<file path="config.mk">
export PLATFORM = sky130hd
export DESIGN_NAME = seq_gen_tx
export DESIGN_NICKNAME = d
export VERILOG_FILES = /design/src/rtl/seq_gen_pkg.sv /design/src/rtl/seq_gen_shift.sv /design/src/rtl/seq_gen_tx.sv
export SDC_FILE = /design/constraint.sdc
export NUM_CORES = 1
export LEC_CHECK = 0
export ABC_AREA = 0
export BUFFER_PORTS_ARGS = -buffer_cell sky130_fd_sc_hd__buf_4
export CORE_MARGIN = 4
export CORE_UTILIZATION = 45
export DETAILED_ROUTE_END_ITERATION = 6
export PLACE_DENSITY = 0.74
export SLEW_MARGIN = 20
export SYNTH_ARGS = -nofsm -noshare
export SYNTH_HDL_FRONTEND = slang
export SYNTH_HIERARCHICAL = 1
export SYNTH_SLANG_ARGS = --single-unit
</file>
<file path="constraint.sdc">
create_clock -name clk -period 2.9 [get_ports clk]
set_clock_uncertainty 0.1 [all_clocks]
set_input_delay 0.725 -clock clk [delete_from_list [all_inputs] [get_ports clk]]
set_output_delay 0.725 -clock clk [all_outputs]
set_load 0.02 [all_outputs]
</file>
<file path="src/rtl/seq_gen_pkg.sv">
// Shared types and default widths for the serial pattern transmitter.
package seq_gen_pkg;

  typedef enum logic [1:0] {
    IDLE = 2'b00,
    SEND = 2'b01,
    GAP  = 2'b10,
    DONE = 2'b11
  } state_t;

  localparam int PAT_W_DEF = 8;
  localparam int REP_W_DEF = 4;
  localparam int GAP_W_DEF = 4;

endpackage

</file>
<file path="src/rtl/seq_gen_shift.sv">
// Loadable left shift register; the MSB is the serial output, zeros shift in.
module seq_gen_shift #(
  parameter int PAT_W = 8
) (
  input  logic             clk,
  input  logic             rst,
  input  logic             load,
  input  logic             shift_en,
  input  logic [PAT_W-1:0] load_val,
  output logic             msb
);

  logic [PAT_W-1:0] sr_q;
  logic [PAT_W-1:0] sr_d;

  always_comb begin
    sr_d = sr_q;
    if (load) begin
      sr_d = load_val;
    end else if (shift_en) begin
      sr_d = sr_q << 1;
    end
  end

  always_ff @(posedge clk or negedge rst) begin
    if (!rst) begin
      sr_q <= '0;
    end else begin
      sr_q <= sr_d;
    end
  end

  assign msb = sr_q[PAT_W-1];

endmodule

</file>
<file path="src/rtl/seq_gen_tx.sv">
// Serial pattern transmitter: sends pattern[len-1:0] MSB-first, reps times,
// with gap idle cycles between repetitions.
module seq_gen_tx
  import seq_gen_pkg::*;
#(
  parameter int PAT_W = PAT_W_DEF,
  parameter int LEN_W = $clog2(PAT_W + 1),
  parameter int REP_W = REP_W_DEF,
  parameter int GAP_W = GAP_W_DEF
) (
  input  logic             clk,
  input  logic             rst,
  input  logic             start,
  input  logic [PAT_W-1:0] pattern,
  input  logic [LEN_W-1:0] len,
  input  logic [REP_W-1:0] reps,
  input  logic [GAP_W-1:0] gap,
  output logic             dout,
  output logic             dvalid,
  output logic             sof,
  output logic             busy,
  output logic             done,
  output state_t           dbg_state
);

  // Handshake: start is a request that is accepted on any edge where busy=0;
  // there is no back-pressure, and a request while busy=1 is dropped.
  state_t           state_q, state_d;
  logic [PAT_W-1:0] pat_q, pat_d;
  logic [LEN_W-1:0] len_q, len_d;
  logic [GAP_W-1:0] gap_q, gap_d;
  logic [LEN_W-1:0] bit_cnt_q, bit_cnt_d;
  logic [REP_W-1:0] rep_cnt_q, rep_cnt_d;
  logic [GAP_W-1:0] gap_cnt_q, gap_cnt_d;
  logic             dvalid_q, dvalid_d;
  logic             sof_q, sof_d;
  logic             busy_q, busy_d;
  logic             done_q, done_d;

  logic             sr_load, sr_shift;
  logic [PAT_W-1:0] sr_load_val;
  logic [LEN_W-1:0] len_clamped, pad_amt;
  logic [REP_W-1:0] reps_eff;
  logic [PAT_W-1:0] pat_aligned;

  // Left-align the used bits so the first bit to send sits in the MSB and
  // everything below the pattern is zero; the line then idles low by itself.
  assign len_clamped = (len > LEN_W'(PAT_W)) ? LEN_W'(PAT_W) : len;
  assign pad_amt     = LEN_W'(PAT_W) - len_clamped;
  assign pat_aligned = pattern << pad_amt;
  assign reps_eff    = (reps == '0) ? REP_W'(1) : reps;

  always_ff @(posedge clk or negedge rst) begin
    if (!rst) begin
      state_q   <= IDLE;
      pat_q     <= '0;
      len_q     <= '0;
      gap_q     <= '0;
      bit_cnt_q <= '0;
      rep_cnt_q <= '0;
      gap_cnt_q <= '0;
      dvalid_q  <= 1'b0;
      sof_q     <= 1'b0;
      busy_q    <= 1'b0;
      done_q    <= 1'b0;
    end else begin
      state_q   <= state_d;
      pat_q     <= pat_d;
      len_q     <= len_d;
      gap_q     <= gap_d;
      bit_cnt_q <= bit_cnt_d;
      rep_cnt_q <= rep_cnt_d;
      gap_cnt_q <= gap_cnt_d;
      dvalid_q  <= dvalid_d;
      sof_q     <= sof_d;
      busy_q    <= busy_d;
      done_q    <= done_d;
    end
  end

  always_comb begin
    state_d     = state_q;
    pat_d       = pat_q;
    len_d       = len_q;
    gap_d       = gap_q;
    bit_cnt_d   = bit_cnt_q;
    rep_cnt_d   = rep_cnt_q;
    gap_cnt_d   = gap_cnt_q;
    sr_load     = 1'b0;
    sr_shift    = 1'b0;
    sr_load_val = pat_q;
    case (state_q)
      IDLE: begin
        if (start) begin
          pat_d     = pat_aligned;
          len_d     = len_clamped;
          gap_d     = gap;
          rep_cnt_d = reps_eff;
          bit_cnt_d = len_clamped;
          gap_cnt_d = '0;
          if (len_clamped == '0) begin
            state_d = DONE;
          end else begin
            state_d     = SEND;
            sr_load     = 1'b1;
            sr_load_val = pat_aligned;
          end
        end
      end
      SEND: begin
        // bit_cnt_q counts the bits of this repetition still on the line,
        // including the one being presented now.
        if (bit_cnt_q > LEN_W'(1)) begin
          bit_cnt_d = bit_cnt_q - LEN_W'(1);
          sr_shift  = 1'b1;
        end else if (rep_cnt_q > REP_W'(1)) begin
          rep_cnt_d = rep_cnt_q - REP_W'(1);
          if (gap_q != '0) begin
            state_d   = GAP;
            gap_cnt_d = gap_q;
            sr_shift  = 1'b1;
          end else begin
            sr_load   = 1'b1;
            bit_cnt_d = len_q;
          end
        end else begin
          state_d   = DONE;
          sr_shift  = 1'b1;
          bit_cnt_d = '0;
          rep_cnt_d = '0;
        end
      end
      GAP: begin
        if (gap_cnt_q > GAP_W'(1)) begin
          gap_cnt_d = gap_cnt_q - GAP_W'(1);
        end else begin
          gap_cnt_d = '0;
          state_d   = SEND;
          sr_load   = 1'b1;
          bit_cnt_d = len_q;
        end
      end
      DONE: begin
        state_d = IDLE;
      end
      default: begin
        state_d = IDLE;
      end
    endcase
  end

  always_comb begin
    dvalid_d = (state_d == SEND);
    sof_d    = sr_load;
    busy_d   = (state_d != IDLE);
    done_d   = (state_d == DONE);
  end

  seq_gen_shift #(
    .PAT_W (PAT_W)
  ) u_shift (
    .clk      (clk),
    .rst      (rst),
    .load     (sr_load),
    .shift_en (sr_shift),
    .load_val (sr_load_val),
    .msb      (dout)
  );

  assign dvalid    = dvalid_q;
  assign sof       = sof_q;
  assign busy      = busy_q;
  assign done      = done_q;
  assign dbg_state = state_q;

endmodule

</file>
==> Word level (Yosys, flattened, before mapping) <==
Index checks and enable logic that the tools add are counted.
{ "classes": {"n_addsub": 4, "n_lt_le_gt_ge": 4, "n_eq_ne": 11, "n_shift": 1, "muxes": 41, "n_reduce_logical": 12} }
{ "ops": {"columns": ["cell", "n"], "rows": [
  ["two-way mux 4 bit", 15],
  ["two-way mux 8 bit", 5],
  ["case mux 4 bit (3 select lines)", 2],
  ["greater-than comparator 4 x 1 -> 1 bit, second input constant", 3],
  ["two-way mux 2 bit", 6],
  ["subtractor 4 x 1 -> 4 bit, second input constant", 3],
  ["two-way mux 1 bit", 10],
  ["inequality test 2 bit, second input constant", 5],
  ["zero test 4 bit", 2],
  ["case mux 2 bit (4 select lines)", 1],
  ["case mux 4 bit (2 select lines)", 1],
  ["<< shifter 8 x 4 -> 8 bit", 1],
  ["== test 2 bit, second input constant", 3],
  ["nonzero test 2 bit", 3],
  ["AND reduction 5 bit", 1],
  ["== test 2 x 1 -> 1 bit, second input constant", 2],
  ["greater-than comparator 4 bit, second input constant", 1],
  ["inequality test 4 bit, second input constant", 1],
  ["AND reduction 4 bit", 1],
  ["nonzero test 4 bit", 1],
  ["subtractor 4 bit, first input constant", 1],
  ["case mux 1 bit (3 select lines)", 1],
  ["AND reduction 3 bit", 1],
  ["nonzero test 3 bit", 1],
  ["2 further kinds", 2]
]} }
{ "word_totals": {"register_bits": 42, "input_bits": 23, "output_inout_bits": 7, "elab_cells": 85} }

==> Depth between registers and ports, before layout <==
Gate-level depths: netlist of run 1.
{ "logic_depth": {"word_depth": 8, "ltp_mapped": 13, "ltp_nobuf": 10} }

==> Hierarchy <==
The synthesis of run 1 kept the hierarchy.
{ "by_module_without_submodules": {"columns": ["mod", "n_inst", "cells_per_inst", "area_each_um2", "seq_area_each_um2"], "rows": [
  ["seq_gen_tx", 1, 269, 2427.3, 850.8],
  ["seq_gen_shift", 1, 34, 369.1, 200.2]
]} }

==> Least setup slack after synthesis of run 1 <==
OpenSTA, ideal clock, no wires.
{ "synth_path": {"path_kind": "in2reg", "from": "in len[3]", "to": "reg u_shift.sr_q[6]", "setup_ps": 79, "arrival_ps": 2631, "slack_ps": 90, "stages": 12, "n_path_buf": 5, "path_cell_list": "buf_6 nor2b_4 buf_6 inv_6 ha_1 clkbuf_1 a21o_1 clkbuf_1 a31oi_1 buf_6 nand2_1 o21ai_1"} }
{ "synth_between": {"elab_cells_between_ends": 13, "cone_classes": "1 x add/sub; 1 x order compare; 1 x shift; 8 x mux; 2 x reduce/logical"} }
{ "synth_rtl": {"columns": ["item", "line_no", "text"], "rows": [
  ["from (decl)", "seq_gen_tx.sv:15", "input logic [LEN_W-1:0] len,"],
  ["greater-than comparator 4 bit", "seq_gen_tx.sv:48", "assign len_clamped = (len > LEN_W'(PAT_W)) ? LEN_W'(PAT_W) : len;"],
  ["two-way mux 4 bit (*)", "seq_gen_tx.sv:48", null],
  ["zero test 4 bit (*)", "seq_gen_tx.sv:101", "if (len_clamped == '0) begin"],
  ["two-way mux 1 bit (*)", "seq_gen_tx.sv:101", null],
  ["two-way mux 1 bit (*)", "seq_gen_tx.sv:94", "if (start) begin"],
  ["case mux 1 bit (3 select lines) (*)", "seq_gen_tx.sv:92", "case (state_q)"],
  ["named net sof_d", "seq_gen_tx.sv:36", "logic sof_q, sof_d;"],
  ["two-way mux 8 bit / nonzero test 2 bit (equally long branches)", null, null],
  ["to (signal assigned)", "seq_gen_shift.sv:29", "sr_q <= sr_d;"],
  ["to (decl)", "seq_gen_shift.sv:13", "logic [PAT_W-1:0] sr_q;"]
]} }
The timed path passes the listed nets; every way through them passes the cells marked *.
A chain may end at the register's enable or synchronous reset.

==> Worst setup path in the final report of run 1 <==
{ "layout_path": {"from": "reg bit_cnt_q[0]", "to": "reg u_shift.sr_q[1]"} }
{ "layout_between": {"elab_chain_cells": 4, "elab_cells_between_ends": 7, "cone_classes": "1 x order compare; 5 x mux; 1 x reduce/logical"} }
{ "layout_lines": {"columns": ["item", "line_no", "text"], "rows": [
  ["from (decl)", "seq_gen_tx.sv:32", "logic [LEN_W-1:0] bit_cnt_q, bit_cnt_d;"],
  ["from (signal assigned)", "seq_gen_tx.sv:71", "bit_cnt_q <= bit_cnt_d;"],
  ["greater-than comparator 4 x 1 -> 1 bit", "seq_gen_tx.sv:113", "if (bit_cnt_q > LEN_W'(1)) begin"],
  ["two-way mux 1 bit", "seq_gen_tx.sv:113", null],
  ["two-way mux 1 bit", "seq_gen_tx.sv:92", null],
  ["named net sr_shift", "seq_gen_tx.sv:40", "logic sr_load, sr_shift;"],
  ["nonzero test 2 bit (no source line)", null, null]
]} }
The timed path passes the listed nets, and every way through them passes these cells.

==> run summary, run 1 <==
## Global route
* first-pass GRT wire length: 11000 um
* sum of overflow across all layers after global routing: 0
* antenna violations before repair: 0
* number of global-route vias before repair: 2322
* largest net degree at the start of global routing: 43
* all-layer global routing usage: 18.3%

## Floorplan
* area of the die: 7540 um^2
* starting density of the core: 46.7%
* horizontal extent of the die: 86.8 um
* die span in y: 86.8 um
* row count: 28
* top-level I/O count: 30
* area of the placeable core: 5990 um^2

## Timing
* total negative setup slack: 0 ps
* final hold violation count: 0
* share of the clock period used by the worst path after layout: 87.6%
* f_max: 394 MHz
* worst hold slack: 299 ps
* setup repair after global routing missed its margin: no
* Worst Max-Slew Pin Slew: 942 ps
* Min Clock Period, post-route: 2540 ps
* worst rel slew slack: 37.2%
* max-slew violation count: 0
* Final Setup Violations: 0

## Worst setup path
* CP max FO: 8
* critical path endpoint category: flip-flop
* critical setup path kind: reg -> reg
* cells on worst reg2reg path: 7
* worst r2r dst: u_shift/sr_q[1]$_DFFE_PN0P_
* Data arrival, critical path: 2620 ps
* launching point of the worst reg2reg path: bit_cnt_q[0]$_DFFE_PN0P_
* worst setup slack for register-to-register paths: 360 ps
* kind of start point of the critical path: flip-flop
* Data required, critical path: 2980 ps

## Synthesis
* largest cells by area after synthesis: sky130_fd_sc_hd__dfrtp_1, sky130_fd_sc_hd__nand2_1, sky130_fd_sc_hd__ha_1
* Post-Synthesis Cells: 303
* share of the yosys chip area belonging to registers: 37.6%
* synthesized area per cell: 9.23 um^2
* number of different library cells in the post-synthesis netlist: 56
* number of enable flip-flop cells after synthesis: 0
* main flop type after synthesis: sky130_fd_sc_hd__dfrtp_1
* top cell type's share of synthesized area: 37.6%
* Yosys top cell by area: sky130_fd_sc_hd__dfrtp_1
* register bit total from synthesis: 42
* share of synthesized registers carrying an async set or reset: 100%
* Yosys warnings: 6
* Net Count, Synth: 338
* netlist area before placement: 2800 um^2

## Routing
* total wire length: 6360 um
* drt via density: 5.86
* average wire per standard cell: 15.5 um
* vias after detailed routing: 2407
* residual antenna-violating net count after detailed routing: 0
* number of remaining DRC errors: 0
* initial detailed-routing violation count: 126
* Pre-Repair DR Iteration Count: 5

## Place
* Detail Placement HPWL: 4620 um
* Placer Congestion: 0.878
* cell area after placement: 3100 um^2
* input/output buffers: 29

## Cells and area
* Fillers: 525
* fraction of layout cells with a size suffix above 1: 20.8%
* highest-count cells in the layout ignoring fill and taps: sky130_fd_sc_hd__nand2_1, sky130_fd_sc_hd__dfrtp_1, sky130_fd_sc_hd__buf_4
* antenna diode count: 0
* total area of multi-input combinational cells: 1600 um^2
* final standard cell area without fillers: 3230 um^2
* Core Util, Final: 54.0%
* register cell area after layout: 1050 um^2
* number of nets at the end of the flow: 370
* synthesis-to-finish area growth: 15.6%

## Clock network
* total of hold buffers inserted after clock tree synthesis: 0
* latest clock arrival within the worst-skew pair: 300 ps
* Clk pin slew, worst setup/hold paths: 90 ps
* count of clock tree sinks: 42
* setup bufs post-CTS: 0
* CTS tree: done
* post-CTS sizing: 0
* number of buffers created by CTS: 5
* maximum level of the CTS H-tree: 2
* Max Buffers Root-to-Sink: 2
* root buffer cell: sky130_fd_sc_hd__clkbuf_8

## Pwr
* leakage: 1.46 nW
* worst voltage drop across the vdd grid: 0.521 mV
* P per Cell Area: 1170 nW/um^2

## Outcome
* result of the run: complete, no violations

## Flow run
* max-capacitance violation count: 0

## Hold path
* worst hold-check path type: in -> async

[routing by layer]
| metal | up-vias | share of wire (%) | track usage, % |
|---|---|---|---|
| met5 | - | 0 | 0 |
| met1 | 1141 | 46 | 25.0 |
| li1 | 1156 | - | - |
| met2 | 94 | 45 | 28.2 |
| met3 | 16 | 5.6 | 2.95 |
| met4 | 0 | 2.9 | 8.36 |
[synth_stat cells (4+ instances only)]
cell type and count:
sky130_fd_sc_hd__nor3_1 11, sky130_fd_sc_hd__dfrtp_1 42, sky130_fd_sc_hd__a22oi_1 5, sky130_fd_sc_hd__o21ai_0 26, sky130_fd_sc_hd__clkbuf_1 8, sky130_fd_sc_hd__ha_1 12, sky130_fd_sc_hd__o21ai_1 10, sky130_fd_sc_hd__a31oi_1 4
sky130_fd_sc_hd__nand2_1 42, sky130_fd_sc_hd__buf_6 4, sky130_fd_sc_hd__o31ai_1 4, sky130_fd_sc_hd__mux2i_1 9, sky130_fd_sc_hd__inv_1 16, sky130_fd_sc_hd__nor2_1 22, sky130_fd_sc_hd__mux2_2 9, sky130_fd_sc_hd__a21oi_1 16
[critical path: stages, from the launching register on]
cell	delay (ps)
sky130_fd_sc_hd__dfrtp_1	380
sky130_fd_sc_hd__inv_1	80
sky130_fd_sc_hd__ha_1	240
sky130_fd_sc_hd__nor2_1	310
sky130_fd_sc_hd__a211oi_4	130
sky130_fd_sc_hd__a21oi_1	790
sky130_fd_sc_hd__mux2i_1	310
sky130_fd_sc_hd__o21ai_1	80
[worst max-delay path by stage]
stage                                   from                           to  slack, ps
CTS                 bit_cnt_q[0]$_DFFE_PN0P_  u_shift/sr_q[1]$_DFFE_PN0P_        390
finish              bit_cnt_q[0]$_DFFE_PN0P_  u_shift/sr_q[1]$_DFFE_PN0P_        360
floorplan                             len[3]  u_shift/sr_q[6]$_DFFE_PN0P_         90
global route        bit_cnt_q[0]$_DFFE_PN0P_  u_shift/sr_q[5]$_DFFE_PN0P_        190
detailed placement                    len[3]  u_shift/sr_q[5]$_DFFE_PN0P_        270
global placement                      len[3]  u_shift/sr_q[7]$_DFFE_PN0P_        290
[metrics by stage]
| stage | std cells | worst slack, ps | power, mW |
|---|---|---|---|
| 4_1_cts | 411 | 391 | 3.77 |
| 3_3_place_gp | 403 | 291 | 3.12 |
| 5_1_grt | 411 | 185 | 4.09 |
| 3_5_place_dp | 403 | 267 | 3.19 |
| 6_report | 411 | 359 | 3.77 |
| 2_1_floorplan | 303 | 90.1 | 2.68 |
[power by group]
part / switching (mW) / total, mW / leakage [nW] / internal (mW)
sequential: 0.238 / 1.11 / 0.534 / 0.869
clock: 0.217 / 0.562 / 0.0683 / 0.345
combinational: 1.23 / 2.10 / 0.858 / 0.874
[final cells by class]
| class | count | share of cell area (%) |
|---|---|---|
| clock buffers | 5 | 2.13 |
| multi-input cells | 231 | 49.4 |
| repair buffers | 38 | 8.82 |
| flip-flops and latches | 42 | 32.5 |
| well taps | 75 | 2.90 |
| inverters | 17 | 2.13 |
| clock inverters | 3 | 2.13 |
[flip-flops by register name (all words and copies together) (netlist names)]
name,count
bit_cnt_q,4
busy,1
dbg_state,2
done,1
dvalid,1
gap_cnt_q,4
gap_q,4
len_q,4
pat_q,8
rep_cnt_q,4
sof,1
u_shift/sr_q,8
[logic make-up after synthesis]
| group | share of synthesized area, % |
|---|---|
| xor+xnor | 0.940 |
| mux | 9.53 |
| simple gates | 17.3 |
| fa+ha+maj | 5.37 |
| flops | 37.6 |
| compound gates | 23.9 |
| buf+inv | 5.32 |
Power figures use the tool's default switching activity.
==> run 2, diff against run 1 <==
Settings changed: CORE_UTILIZATION 45 to 30, PLACE_DENSITY 0.74 to 0.56.
==> run summary, run 2 (same netlist as run 1, synthesis figures left out) <==
## Clock network
* root buffer cell: sky130_fd_sc_hd__clkbuf_8, unchanged
* setup bufs post-CTS: 0, unchanged
* post-CTS sizing: 0, unchanged
* number of buffers created by CTS: 5, unchanged
* total of hold buffers inserted after clock tree synthesis: 0, unchanged
* Max Buffers Root-to-Sink: 2, unchanged
* count of clock tree sinks: 42, unchanged
* CTS tree: done, unchanged
* latest clock arrival within the worst-skew pair: 300 ps, about the same
* Clk pin slew, worst setup/hold paths: 90 ps, about the same
* maximum level of the CTS H-tree: 2, unchanged

## Floorplan
* starting density of the core: 31.5%, was 46.7%
* top-level I/O count: 30, unchanged
* die span in y: 105 um, was 86.8 um
* area of the die: 10900 um^2, was 7540 um^2
* horizontal extent of the die: 105 um, was 86.8 um
* row count: 34, was 28
* area of the placeable core: 8890 um^2, was 5990 um^2

## Pwr
* worst voltage drop across the vdd grid: 0.334 mV, was 0.521 mV
* leakage: 1.45 nW, was 1.46 nW
* Final Total Pwr: 3.65 mW, was 3.77 mW
* P per Cell Area: 1120 nW/um^2, was 1170 nW/um^2

## Cells and area
* number of nets at the end of the flow: 370, unchanged
* highest-count cells in the layout ignoring fill and taps: sky130_fd_sc_hd__nand2_1, sky130_fd_sc_hd__dfrtp_1, sky130_fd_sc_hd__buf_4, unchanged
* Fillers: 905, was 525
* Core Util, Final: 36.5%, was 54.0%
* final standard cell area without fillers: 3250 um^2, was 3230 um^2
* register cell area after layout: 1050 um^2, unchanged
* count of placed standard cells in the final layout, fillers left out: 444, was 411
* antenna diode count: 0, unchanged
* largest registers: pat_q x8, u_shift/sr_q x8, unchanged
* total area of multi-input combinational cells: 1600 um^2, unchanged
* fraction of layout cells with a size suffix above 1: 20.8%, unchanged
* synthesis-to-finish area growth: 16.2%, was 15.6%

## Global route
* sum of overflow across all layers after global routing: 0, unchanged
* all-layer global routing usage: 12.0%, was 18.3%
* number of global-route vias before repair: 2244, was 2322
* antenna violations before repair: 0, unchanged
* first-pass GRT wire length: 10700 um, was 11000 um
* largest net degree at the start of global routing: 43, unchanged

## Routing
* vias after detailed routing: 2265, was 2407
* number of remaining DRC errors: 0, unchanged
* initial detailed-routing violation count: 87, was 126
* average wire per standard cell: 14.1 um, was 15.5 um
* Pre-Repair DR Iteration Count: 4, was 5
* residual antenna-violating net count after detailed routing: 0, unchanged
* total wire length: 6250 um, was 6360 um
* drt via density: 5.10, was 5.86

## Place
* input/output buffers: 29, unchanged
* Detail Placement HPWL: 4650 um, was 4620 um
* Placer Congestion: 0.849, was 0.878
* cell area after placement: 3140 um^2, was 3100 um^2
* instance count after placement with tap cells included: 436, was 403

## Timing
* f_max: 405 MHz, was 394 MHz
* total negative setup slack: 0 ps, unchanged
* Worst Max-Slew Pin Slew: 952 ps, was 942 ps
* Final Setup Violations: 0, unchanged
* worst rel slew slack: 36.6%, was 37.2%
* setup repair after global routing missed its margin: no, unchanged
* max-slew violation count: 0, unchanged
* share of the clock period used by the worst path after layout: 85.2%, was 87.6%
* final hold violation count: 0, unchanged
* Min Clock Period, post-route: 2470 ps, was 2540 ps

## Hold path
* worst hold-check path type: in -> async, unchanged

## Worst setup path
* critical path endpoint category: flip-flop, unchanged
* Data arrival, critical path: 2570 ps, was 2620 ps
* CP max FO: 8, unchanged
* kind of start point of the critical path: flip-flop, unchanged
* Data required, critical path: 2990 ps, was 2980 ps
* critical setup path kind: reg -> reg, unchanged

## Outcome
* result of the run: complete, no violations, unchanged

## Flow run
* max-capacitance violation count: 0, unchanged

## run 2: worst paths after layout
kind | startpoint | endpoint | slack, ps | depth (start not counted)
max in group asynchronous | rst | gap_cnt_q[0]$_DFFE_PN0P_ | 2020 | 1
worst min-delay path | rst | bit_cnt_q[1]$_DFFE_PN0P_ | 310 | 1
min in group clk | pat_q[2]$_DFFE_PN0P_ | pat_q[2]$_DFFE_PN0P_ | 390 | 2
worst max-delay path | bit_cnt_q[0]$_DFFE_PN0P_ | u_shift/sr_q[7]$_DFFE_PN0P_ | 430 | 7
worst max register to register | bit_cnt_q[0]$_DFFE_PN0P_ | u_shift/sr_q[7]$_DFFE_PN0P_ | 430 | 7
worst min register to register | pat_q[2]$_DFFE_PN0P_ | pat_q[2]$_DFFE_PN0P_ | 390 | 2
## run 2: stage by stage
step	worst slack, ps	hold WS [ps]
2_1_floorplan	90.1	329
3_3_place_gp	254	363
3_5_place_dp	235	370
4_1_cts	423	326
5_1_grt	240	341
6_report	429	306
## run 2: worst max-delay path, cell delays in order, from the launching register on
cell                       delay (ps)
sky130_fd_sc_hd__dfrtp_1          380
sky130_fd_sc_hd__inv_1             80
sky130_fd_sc_hd__ha_1             240
sky130_fd_sc_hd__nor2_1           280
sky130_fd_sc_hd__a211oi_4         120
sky130_fd_sc_hd__a21oi_1          790
sky130_fd_sc_hd__mux2i_1          290
sky130_fd_sc_hd__o21ai_1           80
## run 2: layout make-up
type                       instances  area share, %
sequential                        42           32.3
clock buffer                       5           2.12
multi-input combinational        231           49.1
timing repair buffer              38           8.78
inverter                          17           2.12
clock inverter                     3           1.35
tap                              108           4.16
## run 2: routing by layer
layer | vias to the layer above | share of wire (%) | track usage (%)
li1 | 1155 | - | -
met1 | 1073 | 52 | 16.6
met2 | 32 | 44 | 18.6
met3 | 5 | 2.9 | 2.47
met4 | 0 | 1.4 | 4.27
met5 | - | 0 | 0
## run 2: report_power, final
| part | internal [mW] | switching, mW | total (mW) |
|---|---|---|---|
| clock network | 0.258 | 0.218 | 0.476 |
| registers | 0.868 | 0.223 | 1.09 |
| logic | 0.884 | 1.19 | 2.08 |
| total | 2.01 | 1.64 | 3.65 |
==> run 3, diff against run 2 <==
Settings changed: GPL_TIMING_DRIVEN set to 0.
==> run summary, run 3 (same netlist as run 1, synthesis figures left out) <==
## Cells and area
* highest-count cells in the layout ignoring fill and taps: sky130_fd_sc_hd__nand2_1, sky130_fd_sc_hd__dfrtp_1, sky130_fd_sc_hd__buf_4, unchanged
* synthesis-to-finish area growth: 16.8%, was 16.2%
* largest registers: pat_q x8, u_shift/sr_q x8, unchanged
* number of nets at the end of the flow: 373, was 370
* antenna diode count: 0, unchanged
* Fillers: 923, was 905
* fraction of layout cells with a size suffix above 1: 19.8%, was 20.8%
* total area of multi-input combinational cells: 1610 um^2, was 1600 um^2
* register cell area after layout: 1050 um^2, unchanged
* final standard cell area without fillers: 3270 um^2, was 3250 um^2

## Hold path
* worst hold-check path type: in -> async, unchanged

## Floorplan
* area of the die: 10900 um^2, unchanged
* top-level I/O count: 30, unchanged
* die span in y: 105 um, unchanged
* starting density of the core: 31.5%, unchanged
* row count: 34, unchanged
* area of the placeable core: 8890 um^2, unchanged
* horizontal extent of the die: 105 um, unchanged

## Place
* Placer Congestion: 0.808, was 0.849
* cell area after placement: 3140 um^2, about the same
* post-place setup slack: -514 ps, was 235 ps
* input/output buffers: 28, was 29
* Detail Placement HPWL: 4960 um, was 4650 um

## Clock network
* Max Buffers Root-to-Sink: 2, unchanged
* count of clock tree sinks: 42, unchanged
* total of hold buffers inserted after clock tree synthesis: 0, unchanged
* root buffer cell: sky130_fd_sc_hd__clkbuf_8, unchanged
* CTS tree: done, unchanged
* maximum level of the CTS H-tree: 2, unchanged
* Clk pin slew, worst setup/hold paths: 80 ps, was 90 ps
* latest clock arrival within the worst-skew pair: 300 ps, about the same
* setup bufs post-CTS: 0, unchanged
* number of buffers created by CTS: 5, unchanged

## Timing
* max-slew violation count: 0, unchanged
* Worst Slack Setup Final: 320 ps, was 429 ps
* setup repair after global routing missed its margin: no, unchanged
* f_max: 388 MHz, was 405 MHz
* total negative setup slack: 0 ps, unchanged
* Worst Max-Slew Pin Slew: 648 ps, was 952 ps
* Final Setup Violations: 0, unchanged
* Min Clock Period, post-route: 2580 ps, was 2470 ps
* worst rel slew slack: 56.5%, was 36.6%
* final hold violation count: 0, unchanged
* share of the clock period used by the worst path after layout: 89.0%, was 85.2%

## Worst setup path
* critical path cell sequence: buf_4, nor2b_4, buf_6, inv_6, ha_1, clkbuf_2, a21o_1, clkbuf_2, a31oi_4, buf_6, nand2_1, o21ai_1, was inv_1, ha_1, nor2_1, a211oi_4, a21oi_1, mux2i_1, o21ai_1
* largest incremental delay on the critical path: 260 ps, was 790 ps
* Data arrival, critical path: 2660 ps, was 2570 ps
* worst setup path startpoint: len[0], was bit_cnt_q[0]$_DFFE_PN0P_
* CP max FO: 10, was 8
* critical path endpoint category: flip-flop, unchanged
* launching point of the worst reg2reg path: rep_cnt_q[0]$_DFFE_PN0P_, was bit_cnt_q[0]$_DFFE_PN0P_
* kind of start point of the critical path: primary input, was flip-flop
* critical setup path kind: in -> reg, was reg -> reg
* worst setup slack for register-to-register paths: 430 ps, about the same
* Data required, critical path: 2980 ps, was 2990 ps
* Critical-path top delay cell: sky130_fd_sc_hd__clkbuf_2, was sky130_fd_sc_hd__a21oi_1

## Global route
* all-layer global routing usage: 12.9%, was 12.0%
* number of global-route vias before repair: 2336, was 2244
* sum of overflow across all layers after global routing: 0, unchanged
* first-pass GRT wire length: 11600 um, was 10700 um
* largest net degree at the start of global routing: 43, unchanged
* antenna violations before repair: 0, unchanged

## Routing
* residual antenna-violating net count after detailed routing: 0, unchanged
* drt via density: 5.25, was 5.10
* Pre-Repair DR Iteration Count: 5, was 4
* total wire length: 6580 um, was 6250 um
* number of remaining DRC errors: 0, unchanged
* initial detailed-routing violation count: 105, was 87
* average wire per standard cell: 14.7 um, was 14.1 um
* vias after detailed routing: 2348, was 2265

## Pwr
* Final Total Pwr: 3.69 mW, was 3.65 mW
* worst voltage drop across the vdd grid: 0.266 mV, was 0.334 mV
* leakage: 1.44 nW, was 1.45 nW
* P per Cell Area: 1130 nW/um^2, was 1120 nW/um^2

## Flow run
* max-capacitance violation count: 0, unchanged

## Outcome
* result of the run: complete, no violations, unchanged

[run 3: area by class of cell]
class,count,area share (%)
multi-input combinational,231,49.3
sequential,42,32.2
timing repair buffer,28,6.43
tap,108,4.14
buffer,13,2.57
clock buffer,7,2.34
inverter,17,2.11
clock inverter,1,0.919
[run 3: layer usage]
layer	share of wire, %	up-vias	track usage [%]	wire, um
met5	0	-	0	0
met1	51	1128	18.5	3370
met3	3.8	7	2.28	249
met2	43	50	19.6	2860
met4	1.5	0	4.37	97
li1	-	1163	-	-
[run 3: report_power, final]
| group | leakage, nW | internal [mW] | switching, mW |
|---|---|---|---|
| Combinational | 0.858 | 0.893 | 1.23 |
| Sequential | 0.534 | 0.869 | 0.225 |
| Clock | 0.0524 | 0.258 | 0.210 |
| Total | 1.44 | 2.02 | 1.67 |
[run 3: worst max-delay path, delay by kind of cell]
kind	cells	cell delay [ps]
buffers and inverters	6	1050
AOI/OAI and AO/OA	3	490
adders and majority gates	1	200
and+or+nand+nor	2	180
[run 3: path summary, 6_finish.rpt]
path,end,cells after the start
setup / recovery,u_shift/sr_q[1]$_DFFE_PN0P_,12
hold / removal,rep_cnt_q[2]$_DFFE_PN0P_,1
setup reg to reg,u_shift/sr_q[1]$_DFFE_PN0P_,9
hold reg to reg,pat_q[7]$_DFFE_PN0P_,2
max in group asynchronous,gap_cnt_q[1]$_DFFE_PN0P_,1
min in group clk,pat_q[7]$_DFFE_PN0P_,2
[run 3: per-stage QoR]
stage / instances / hold slack, ps / util, %
2_1_floorplan: 303 / 329 / -
3_3_place_gp: 439 / 362 / 35.3
3_5_place_dp: 439 / 371 / 35.3
4_1_cts: 447 / 332 / 36.6
5_1_grt: 447 / 347 / 36.7
6_report: 447 / 304 / 36.7
[run 3: what timing repair did]
action | 4_1_cts | 5_1_grt
setup endpoints to repair | 8 | 8
resized for setup | 2 | 5
pin swaps | 0 | 0
